### config.mk
export PLATFORM = sky130hd
export DESIGN_NAME = wb_arbiter
export DESIGN_NICKNAME = d
export VERILOG_FILES = /design/src/rtl/wb_arbiter_pkg.sv /design/src/rtl/wb_scoreboard.sv /design/src/rtl/wb_arbiter.sv
export SDC_FILE = /design/constraint.sdc
export NUM_CORES = 1
export LEC_CHECK = 0
export BUFFER_PORTS_ARGS = -buffer_cell sky130_fd_sc_hd__buf_2
export CORE_MARGIN = 5
export CORE_UTILIZATION = 48
export DETAILED_ROUTE_END_ITERATION = 7
export MAX_ROUTING_LAYER = met4
export PLACE_DENSITY = 0.89
export SYNTH_ARGS = -nofsm -noshare
export SYNTH_HDL_FRONTEND = slang
export SYNTH_SLANG_ARGS = --single-unit
### constraint.sdc
create_clock -name clk -period 5.4 [get_ports clk]
set_input_delay 1.08 -clock clk [delete_from_list [all_inputs] [get_ports clk]]
set_output_delay 1.08 -clock clk [all_outputs]
set_load 0.01 [all_outputs]
### src/rtl/wb_arbiter_pkg.sv
// Shared types for the register-file writeback arbiter.
package wb_arbiter_pkg;

  localparam int REG_AW = 5;
  localparam int XLEN   = 64;

  typedef struct packed {
    logic              we;
    logic [REG_AW-1:0] waddr;
    logic [XLEN-1:0]   wdata;
  } wb_req_t;

endpackage

### src/rtl/wb_scoreboard.sv
// Pending-destination scoreboard: stalls issue on RAW/WAW against outstanding long-unit results.
module wb_scoreboard
  import wb_arbiter_pkg::*;
(
  input  logic              clk,
  input  logic              rst_n,
  input  logic              iss_valid,
  input  logic [REG_AW-1:0] iss_rs1,
  input  logic [REG_AW-1:0] iss_rs2,
  input  logic [REG_AW-1:0] iss_rd,
  input  logic              iss_long,
  input  logic              clr_en,
  input  logic [REG_AW-1:0] clr_addr,
  output logic              iss_stall
);

  logic [31:1] pending;
  logic [31:0] pend_full;
  logic [31:1] set_vec;
  logic [31:1] clr_vec;
  logic        hazard;
  logic        set_en;

  // x0 never holds a pending result, so bit 0 reads as constant zero
  assign pend_full = {pending, 1'b0};
  assign hazard    = pend_full[iss_rs1] | pend_full[iss_rs2] | pend_full[iss_rd];
  assign iss_stall = iss_valid & hazard;
  assign set_en    = iss_valid & iss_long & ~iss_stall & (iss_rd != '0);

  always_comb begin
    set_vec = '0;
    clr_vec = '0;
    for (int i = 1; i < 32; i++) begin
      set_vec[i] = set_en && (iss_rd == REG_AW'(i));
      clr_vec[i] = clr_en && (clr_addr == REG_AW'(i));
    end
  end

  always_ff @(posedge clk) begin
    if (!rst_n) pending <= '0;
    else        pending <= (pending | set_vec) & ~clr_vec;
  end

endmodule

### src/rtl/wb_arbiter.sv
// Register-file write-port arbiter: pipe writeback has priority, long-unit results wait in a
// one-entry buffer and drain on idle cycles; a starvation counter forces a writeback bubble.
module wb_arbiter
  import wb_arbiter_pkg::*;
#(
  parameter int STARVE_MAX = 4
) (
  input  logic              clk,
  input  logic              rst_n,
  input  logic              pipe_we,
  input  logic [REG_AW-1:0] pipe_waddr,
  input  logic [XLEN-1:0]   pipe_wdata,
  input  logic              lu_valid,
  input  logic [REG_AW-1:0] lu_waddr,
  input  logic [XLEN-1:0]   lu_wdata,
  output logic              lu_ready,
  input  logic              iss_valid,
  input  logic [REG_AW-1:0] iss_rs1,
  input  logic [REG_AW-1:0] iss_rs2,
  input  logic [REG_AW-1:0] iss_rd,
  input  logic              iss_long,
  output logic              iss_stall,
  output logic              wb_stall,
  output logic              rf_we,
  output logic [REG_AW-1:0] rf_waddr,
  output logic [XLEN-1:0]   rf_wdata
);

  localparam int CW = $clog2(STARVE_MAX + 1);
  localparam logic [CW-1:0] CNT_LAST = CW'(STARVE_MAX - 1);
  localparam logic [CW-1:0] CNT_MAX  = CW'(STARVE_MAX);

  wb_req_t       pipe_req;
  wb_req_t       buf_q;
  wb_req_t       rf_req;
  logic [CW-1:0] wait_cnt;
  logic          drain;
  logic          accept;
  logic          blocked;

  assign pipe_req.we    = pipe_we;
  assign pipe_req.waddr = pipe_waddr;
  assign pipe_req.wdata = pipe_wdata;

  // The pipe wins even if it ignores wb_stall
  always_comb begin
    rf_req = '0;
    if (pipe_req.we)    rf_req = pipe_req;
    else if (buf_q.we)  rf_req = buf_q;
    if (!rst_n)         rf_req.we = 1'b0;
  end

  assign rf_we    = rf_req.we;
  assign rf_waddr = rf_req.waddr;
  assign rf_wdata = rf_req.wdata;

  assign drain    = rst_n & ~pipe_we & buf_q.we;
  assign lu_ready = rst_n & (~buf_q.we | drain);
  assign accept   = lu_valid & lu_ready;
  assign blocked  = buf_q.we & pipe_we;

  always_ff @(posedge clk) begin
    if (!rst_n) begin
      buf_q    <= '0;
      wait_cnt <= '0;
      wb_stall <= 1'b0;
    end else begin
      if (accept) begin
        buf_q.we    <= 1'b1;
        buf_q.waddr <= lu_waddr;
        buf_q.wdata <= lu_wdata;
      end else if (drain) begin
        buf_q.we <= 1'b0;
      end

      // Saturate so a pipe that ignores wb_stall cannot wrap the counter
      if (blocked) begin
        if (wait_cnt != CNT_MAX) wait_cnt <= wait_cnt + 1'b1;
      end else begin
        wait_cnt <= '0;
      end

      if (blocked && (wait_cnt == CNT_LAST)) wb_stall <= 1'b1;
      else if (drain)                        wb_stall <= 1'b0;
    end
  end

  wb_scoreboard u_scoreboard (
    .clk       (clk),
    .rst_n     (rst_n),
    .iss_valid (iss_valid),
    .iss_rs1   (iss_rs1),
    .iss_rs2   (iss_rs2),
    .iss_rd    (iss_rd),
    .iss_long  (iss_long),
    .clr_en    (drain),
    .clr_addr  (buf_q.waddr),
    .iss_stall (iss_stall)
  );

endmodule

==> results of run 1 <==
## worst paths after layout
kind,startpoint,end,slack (ns),cells after the start
setup / recovery,iss_rd[0],iss_stall,0.97,7
hold / removal,buf_q[53],buf_q[53],0.45,2
setup reg to reg,buf_q[69],buf_q[57],3.01,5
hold reg to reg,buf_q[53],buf_q[53],0.45,2
## power by group through the flow
| stage | combinational, W | sequential (W) | clock (W) |
|---|---|---|---|
| finish | 0.000299 | 0.000842 | 0.000637 |
| global route | 0.000332 | 0.000849 | 0.000676 |
| global placement | 0.000292 | 0.000859 | 0 |
| floorplan | 0.000183 | 0.000847 | 0 |
| detailed placement | 0.000297 | 0.000860 | 0 |
| CTS | 0.000299 | 0.000842 | 0.000646 |
## cell usage after synthesis, types with 4 or more instances
library cell  count
clkbuf_1         46
nand2_1         315
inv_1             9
and2_1            4
buf_1            14
nand2b_1          6
mux2i_1          14
a21oi_1           7
dfxtp_1         105
mux4_2           18
o211ai_1         10
o21ai_1          20
nor2_1           27
buf_2             5
nand4_1          12
nand3_1         109
nor2b_1           7
o21ai_0          78
## state kept, by name (all words and copies together), names as in the netlist
name and cells:
wait_cnt 3, wb_stall 1, u_scoreboard.pending 31, buf_q 70
## metrics by stage
stage	hold slack [ns]	std cells	cell area [sq um]	utilization, %	total power, W
detailed placement	0.4446	1188	7083	58.72	0.001157
floorplan	0.4341	850	5934	-	0.001030
global route	0.4736	1206	7382	61.20	0.001857
CTS	0.4566	1204	7377	61.16	0.001787
finish	0.4540	1206	7382	61.20	0.001778
global placement	0.4414	1188	7083	58.72	0.001151
## metal layers
metal | up-vias | wire [um]
met2 | 325 | 9510
met3 | 49 | 1656
li1 | 3257 | -
met5 | - | 0
met1 | 2989 | 7179
met4 | 0 | 491
## cell families (layout without fill, tap and decap cells)
group                      count (synthesis)  after routing  synth area share (%)
muxes                                     34             34                 9.572
DFF                                      105            105                 35.42
AOI/OAI and AO/OA                        133            133                 12.95
adders and majority gates                  3              3                0.6326
buffers and inverters                     76            262                 5.165
and+or+nand+nor                          498            498                 36.12
xor gates and xnor gates                   1              1                0.1476
other                                      0              2                     0
## worst max-delay path: stages
cell      delay (ns)
buf_2           0.31
mux4_2          0.55
mux2_2          0.30
o311ai_4        0.34
nand3_4         0.34
and2_1          0.29
buf_2           0.13
## layout make-up
class | count | area, sq um
multi-input cells | 669 | 3530
well taps | 168 | 210.2
clock inverters | 6 | 55.05
clock buffers | 10 | 239.0
diodes | 2 | 5.005
fillers | 1081 | 4679
flip-flops and latches | 105 | 2103
inverters | 9 | 33.78
repair buffers | 237 | 1206
## cell usage in the layout, fill, tap and decap left out, types with 2 or more instances in the layout
cell type  synthesis  layout
nand2_1          315     314
nand2b_1           6       6
nor3b_1            3       3
mux2_2             2       2
a21oi_1            7       7
o2111ai_1          3       3
o31ai_1            2       2
nand3_1          109     109
o21ai_1           20      20
a22oi_1            3       3
a221oi_1           2       2
nor2b_1            7       7
clkbuf_16          0       9
nand4b_1           2       2
o21ai_0           78      78
buf_2              5     229
or3_1              3       3
mux4_2            18      18
and2_1             4       3
buf_4              0       8
mux2i_1           14      14
inv_1              9       9
nand3b_1           3       3
o21a_1             2       2
clkinv_4           0       3
o211ai_1          10      10
diode_2            0       2
nor2_1            27      27
nor4_1             2       2
dfxtp_1          105     104
ha_1               3       3
nor3_1             3       3
nand4_1           12      12
==> flow_metrics.env, run 1 <==
export IMPL_yosysSeqAreaShare_pct=35.42
export IMPL_viasPerCell=5.489
export IMPL_synth_flop_cell="dfxtp_1"
export IMPL_boundaryPins=232
export IMPL_die_area_sq_um=14690
export IMPL_skew_ns=0.008852
export IMPL_netlist_top_cell_by_area="dfxtp_1"
export IMPL_synth_ff_latch_count=105
export IMPL_ir_drop_mv=0.2079
export IMPL_final_nets=1193
export IMPL_fmax_mhz=225.8
export IMPL_wl_per_cell_um=15.62
export IMPL_cts_resized=0
export IMPL_finalWeightedCongestion=1.068
export IMPL_syn_area_per_cell_sq_um=6.982
export IMPL_clock_sinks=105
export IMPL_ys_types=41
export IMPL_netlist_area_leader_share_pct=35.42
export IMPL_finalSetupViolCount=0
export IMPL_numCtsBuffers=9
export IMPL_start_util_pct=49.20
export IMPL_cts_root_buf="clkbuf_16"
export IMPL_first_iter_violations=669
export IMPL_area_delta_synth_final_pct=24.39
export IMPL_post_cts_buffers=0
export IMPL_grt_busiest_layer="met2"
export IMPL_ant_nets=0
export IMPL_cp_max_fo=28
export IMPL_drive_gt1_share_pct=27.03
export IMPL_timing_max_transition_violations_final=0
export IMPL_io_buffers=231
export IMPL_first_global_vias=6180
export IMPL_dr_pass1_iters=7
export IMPL_hold_violations=0
export IMPL_grt_usage_pct=25.71
export IMPL_status="finished clean"
export IMPL_relSlewSlack_pct=34.91
export IMPL_detailedPlace_worstSlack_ns=0.9788
export IMPL_yosys_warnings=0
export IMPL_dpl_hpwl_mm=13.89
export IMPL_switching_power_w=0.0005136
export IMPL_vias=6620
export IMPL_grt_util_met3_pct=5.501
export IMPL_min_period_over_period_pct=82.00
export IMPL_synth_area_leaders="dfxtp_1, nand2_1, nand3_1"
export IMPL_row_count=40
export IMPL_grt_max_degree=125
export IMPL_path_class="in -> out"
export IMPL_gr_total_overflow=0
export IMPL_pwr_density_cell_nw_per_um2=240.8
export IMPL_arrival_ns=3.35
export IMPL_ctsHtreeMaxLevel=3
export IMPL_worstSetupEndpointType="primary output"
export IMPL_netlist_area_sq_um=5934
export IMPL_start_kind="primary input"
export IMPL_drv_cap=0
export IMPL_post_route_min_period_ns=4.428
export IMPL_cellLeakagePower_nw=3.346
export IMPL_use_met2_pct=43.49
export IMPL_synth_nets=1012
export IMPL_rsz0062_at_grt="no"
export IMPL_antenna_found_initial=2
export IMPL_worstMarginPinSlew_ns=0.9763
export IMPL_fp_dieH_um=121.2
export IMPL_routed_wl_mm=18.84
export IMPL_cts_tree="yes"
export IMPL_cts_buffer_depth=2
export IMPL_clock_latency_ns=0.34
export IMPL_die_x_um=121.2
export IMPL_setup_tns_ns=0
export IMPL_ys_async_sr_fraction_pct=0
export IMPL_synth_edf_count=0
export IMPL_syn_inst=850
export IMPL_crit_required_ns=4.32
export IMPL_combPwrFrac_pct=16.8
export IMPL_internal_power_w=0.001264
export IMPL_clkPwrFrac_pct=35.8
export IMPL_setup_slack_ns=0.9721
export IMPL_clkSlewWorstSetupHoldPaths_ns=0.07
export IMPL_power_share_switching_pct=28.89
export IMPL_hold_buffers=0
export IMPL_power_frac_seq_pct=47.4
export IMPL_core_sq_um=12060
export IMPL_drcViolationCount=0
export IMPL_grt_pass1_wl_mm=29.99
export IMPL_grt_met1_usage_pct=30.50
export IMPL_hold_class="reg -> reg"
Note: power is estimated with default switching activity, not from simulation.
==> run 2, diff against run 1 <==
==> constraint.sdc (replaced) <==
create_clock -name clk -period 4.4 [get_ports clk]
set_input_delay 0.88 -clock clk [delete_from_list [all_inputs] [get_ports clk]]
set_output_delay 0.88 -clock clk [all_outputs]
set_load 0.01 [all_outputs]
==> run 2 against run 1 <==
Compared with the run above:
- global-route usage grew 0.14 points
- power grew 25%
- sequential power grew 24%
- clock-buffer cell count grew 1
- register-to-register slack lost 1.2 ns
- combinational power grew 23%
- largest power group unchanged
==> flow_metrics.env, run 2 (synthesis gave the netlist of run 1 again) <==
export IMPL_status="finished clean"
export IMPL_arrival_ns=2.77
export IMPL_ir_drop_mv=0.2901
export IMPL_combPwrFrac_pct=16.5
export IMPL_area_delta_synth_final_pct=25.03
export IMPL_cp_max_fo=16
export IMPL_cts_tree="yes"
export IMPL_grt_pass1_wl_mm=29.90
export IMPL_switching_power_w=0.0006210
export IMPL_dpl_hpwl_mm=14.11
export IMPL_dr_pass1_iters=5
export IMPL_start_util_pct=49.20
export IMPL_crit_chain="buf_2 -> mux4_2 -> mux2_2 -> o311ai_4 -> nand3_4 -> and2_1 -> buf_2"
export IMPL_boundaryPins=232
export IMPL_routed_wl_mm=18.95
export IMPL_timing_max_transition_violations_final=0
export IMPL_ant_nets=0
export IMPL_cts_buffer_depth=2
export IMPL_core_sq_um=12060
export IMPL_largest_reg_flops=70
export IMPL_r2r_cells=5
export IMPL_clock_sinks=105
export IMPL_hold_buffers=0
export IMPL_cp_depth=7
export IMPL_relSlewSlack_pct=38.88
export IMPL_drive_gt1_share_pct=27.07
export IMPL_r2r_start="buf_q[69]"
export IMPL_die_area_sq_um=14690
export IMPL_post_route_min_period_ns=3.647
export IMPL_numCtsBuffers=9
export IMPL_cts_root_buf="clkbuf_16"
export IMPL_reg2reg_to="buf_q[16]"
export IMPL_cp_top_family="multiplexers"
export IMPL_cts_resized=0
export IMPL_power_frac_seq_pct=46.5
export IMPL_first_iter_violations=587
export IMPL_placed_cell_area_sq_um=7111
export IMPL_fmax_mhz=274.2
export IMPL_pwr_density_cell_nw_per_um2=300.6
export IMPL_ctsHtreeMaxLevel=3
export IMPL_endpoint="iss_stall"
export IMPL_drcViolationCount=0
export IMPL_slowest_stage="mux4_2"
export IMPL_cellLeakagePower_nw=3.369
export IMPL_fillers=1090
export IMPL_fp_dieH_um=121.2
export IMPL_die_x_um=121.2
export IMPL_hold_class="reg -> reg"
export IMPL_setup_tns_ns=0
export IMPL_path_class="in -> out"
export IMPL_hold_violations=0
export IMPL_drv_cap=0
export IMPL_min_period_over_period_pct=82.89
export IMPL_final_nets=1195
export IMPL_wl_per_cell_um=15.69
export IMPL_grt_max_degree=82
export IMPL_cpPeakStageDelay_ns=0.55
export IMPL_row_count=40
export IMPL_whs_ns=0.4541
export IMPL_layout_commonest_cell="nand2_1"
export IMPL_io_buffers=231
export IMPL_design_area_sq_um=7420
export IMPL_clock_latency_ns=0.36
export IMPL_power_share_switching_pct=27.84
export IMPL_clkPwrFrac_pct=37.1
export IMPL_crit_path_frequent_cell="buf_2"
export IMPL_start_kind="primary input"
export IMPL_worstSetupEndpointType="primary output"
export IMPL_layout_common_cells="nand2_1, buf_2, nand3_1, dfxtp_1, o21ai_0"
export IMPL_critPathLaunch="iss_rd[0]"
export IMPL_clkSlewWorstSetupHoldPaths_ns=0.07
export IMPL_crit_buf_inv=2
export IMPL_top_register="buf_q"
export IMPL_grt_usage_pct=25.86
export IMPL_skew_ns=0.01168
export IMPL_finalWeightedCongestion=0.9713
export IMPL_rsz0062_at_grt="no"
export IMPL_viasPerCell=5.454
export IMPL_worstMarginPinSlew_ns=0.9169
export IMPL_r2r_slack_ns=1.81
export IMPL_largest_registers="buf_q x70, u_scoreboard.pending x31, wait_cnt x3"
export IMPL_vias=6588
export IMPL_first_global_vias=6076
export IMPL_gr_total_overflow=0
export IMPL_antenna_found_initial=2
export IMPL_internal_power_w=0.001610
export IMPL_finalSetupViolCount=0
export IMPL_crit_required_ns=3.52
export IMPL_post_cts_buffers=0
-- run 2: cell types whose count changed in the layout (fill, tap and decap cells not counted) --
cell / change
buf_12: +1
clkinvlp_4: -1
inv_6: +2
clkinv_4: -2
clkinv_8: -1
buf_4: +1
bufinv_16: +1
clkbuf_1: +1
-- run 2: metrics by stage --
step,instances,setup WS [ns],power [W],utilization [%]
6_report,1208,0.7529,0.002230,61.51
3_3_place_gp,1190,0.7914,0.001415,58.95
2_1_floorplan,850,0.9672,0.001264,-
4_1_cts,1206,0.7457,0.002246,61.47
5_1_grt,1208,0.6712,0.002331,61.51
3_5_place_dp,1190,0.7437,0.001423,58.95
-- run 2: cell type report --
class,count,area (sq um),share of cell area [%]
Multi-Input combinational cell,669,3530,47.57
Sequential cell,105,2103,28.35
Timing Repair Buffer,239,1234,16.63
Clock buffer,11,242.7,3.272
Tap cell,168,210.2,2.833
Clock inverter,5,61.31,0.8263
Inverter,9,33.78,0.4553
Antenna cell,2,5.005,0.06745
-- run 2: how the worst min path moves through the flow --
| stage | start | end | slack, ns | depth (start not counted) |
|---|---|---|---|---|
| after floorplan | buf_q[0] | buf_q[0] | 0.43 | 2 |
| after global placement | buf_q[9] | buf_q[9] | 0.44 | 2 |
| after detailed placement | buf_q[33] | buf_q[33] | 0.44 | 2 |
| after CTS | buf_q[33] | buf_q[33] | 0.46 | 2 |
| after global routing | buf_q[49] | buf_q[49] | 0.47 | 2 |
| final | buf_q[2] | buf_q[2] | 0.45 | 2 |
-- run 2: metal layers --
metal | vias up | share of wire (%) | GRT usage, %
met2 | 312 | 50 | 42.86
li1 | 3259 | - | -
met4 | 0 | 3.1 | 9.454
met5 | - | 0 | -
met1 | 2962 | 38 | 30.68
met3 | 55 | 8.5 | 6.247
-- run 2: power groups by stage --
| stage | sequential, W | combinational, W | clock (W) |
|---|---|---|---|
| floorplan | 0.00104 | 0.000225 | 0 |
| global placement | 0.00106 | 0.000359 | 0 |
| detailed placement | 0.00106 | 0.000366 | 0 |
| CTS | 0.00104 | 0.000367 | 0.000843 |
| global route | 0.00104 | 0.000408 | 0.000881 |
| finish | 0.00104 | 0.000368 | 0.000827 |
-- run 2: worst min-delay path: stages (launching register included) --
cell and delay [ns]:
dfxtp_1 0.31, nand3_1 0.06, nand2_1 0.04
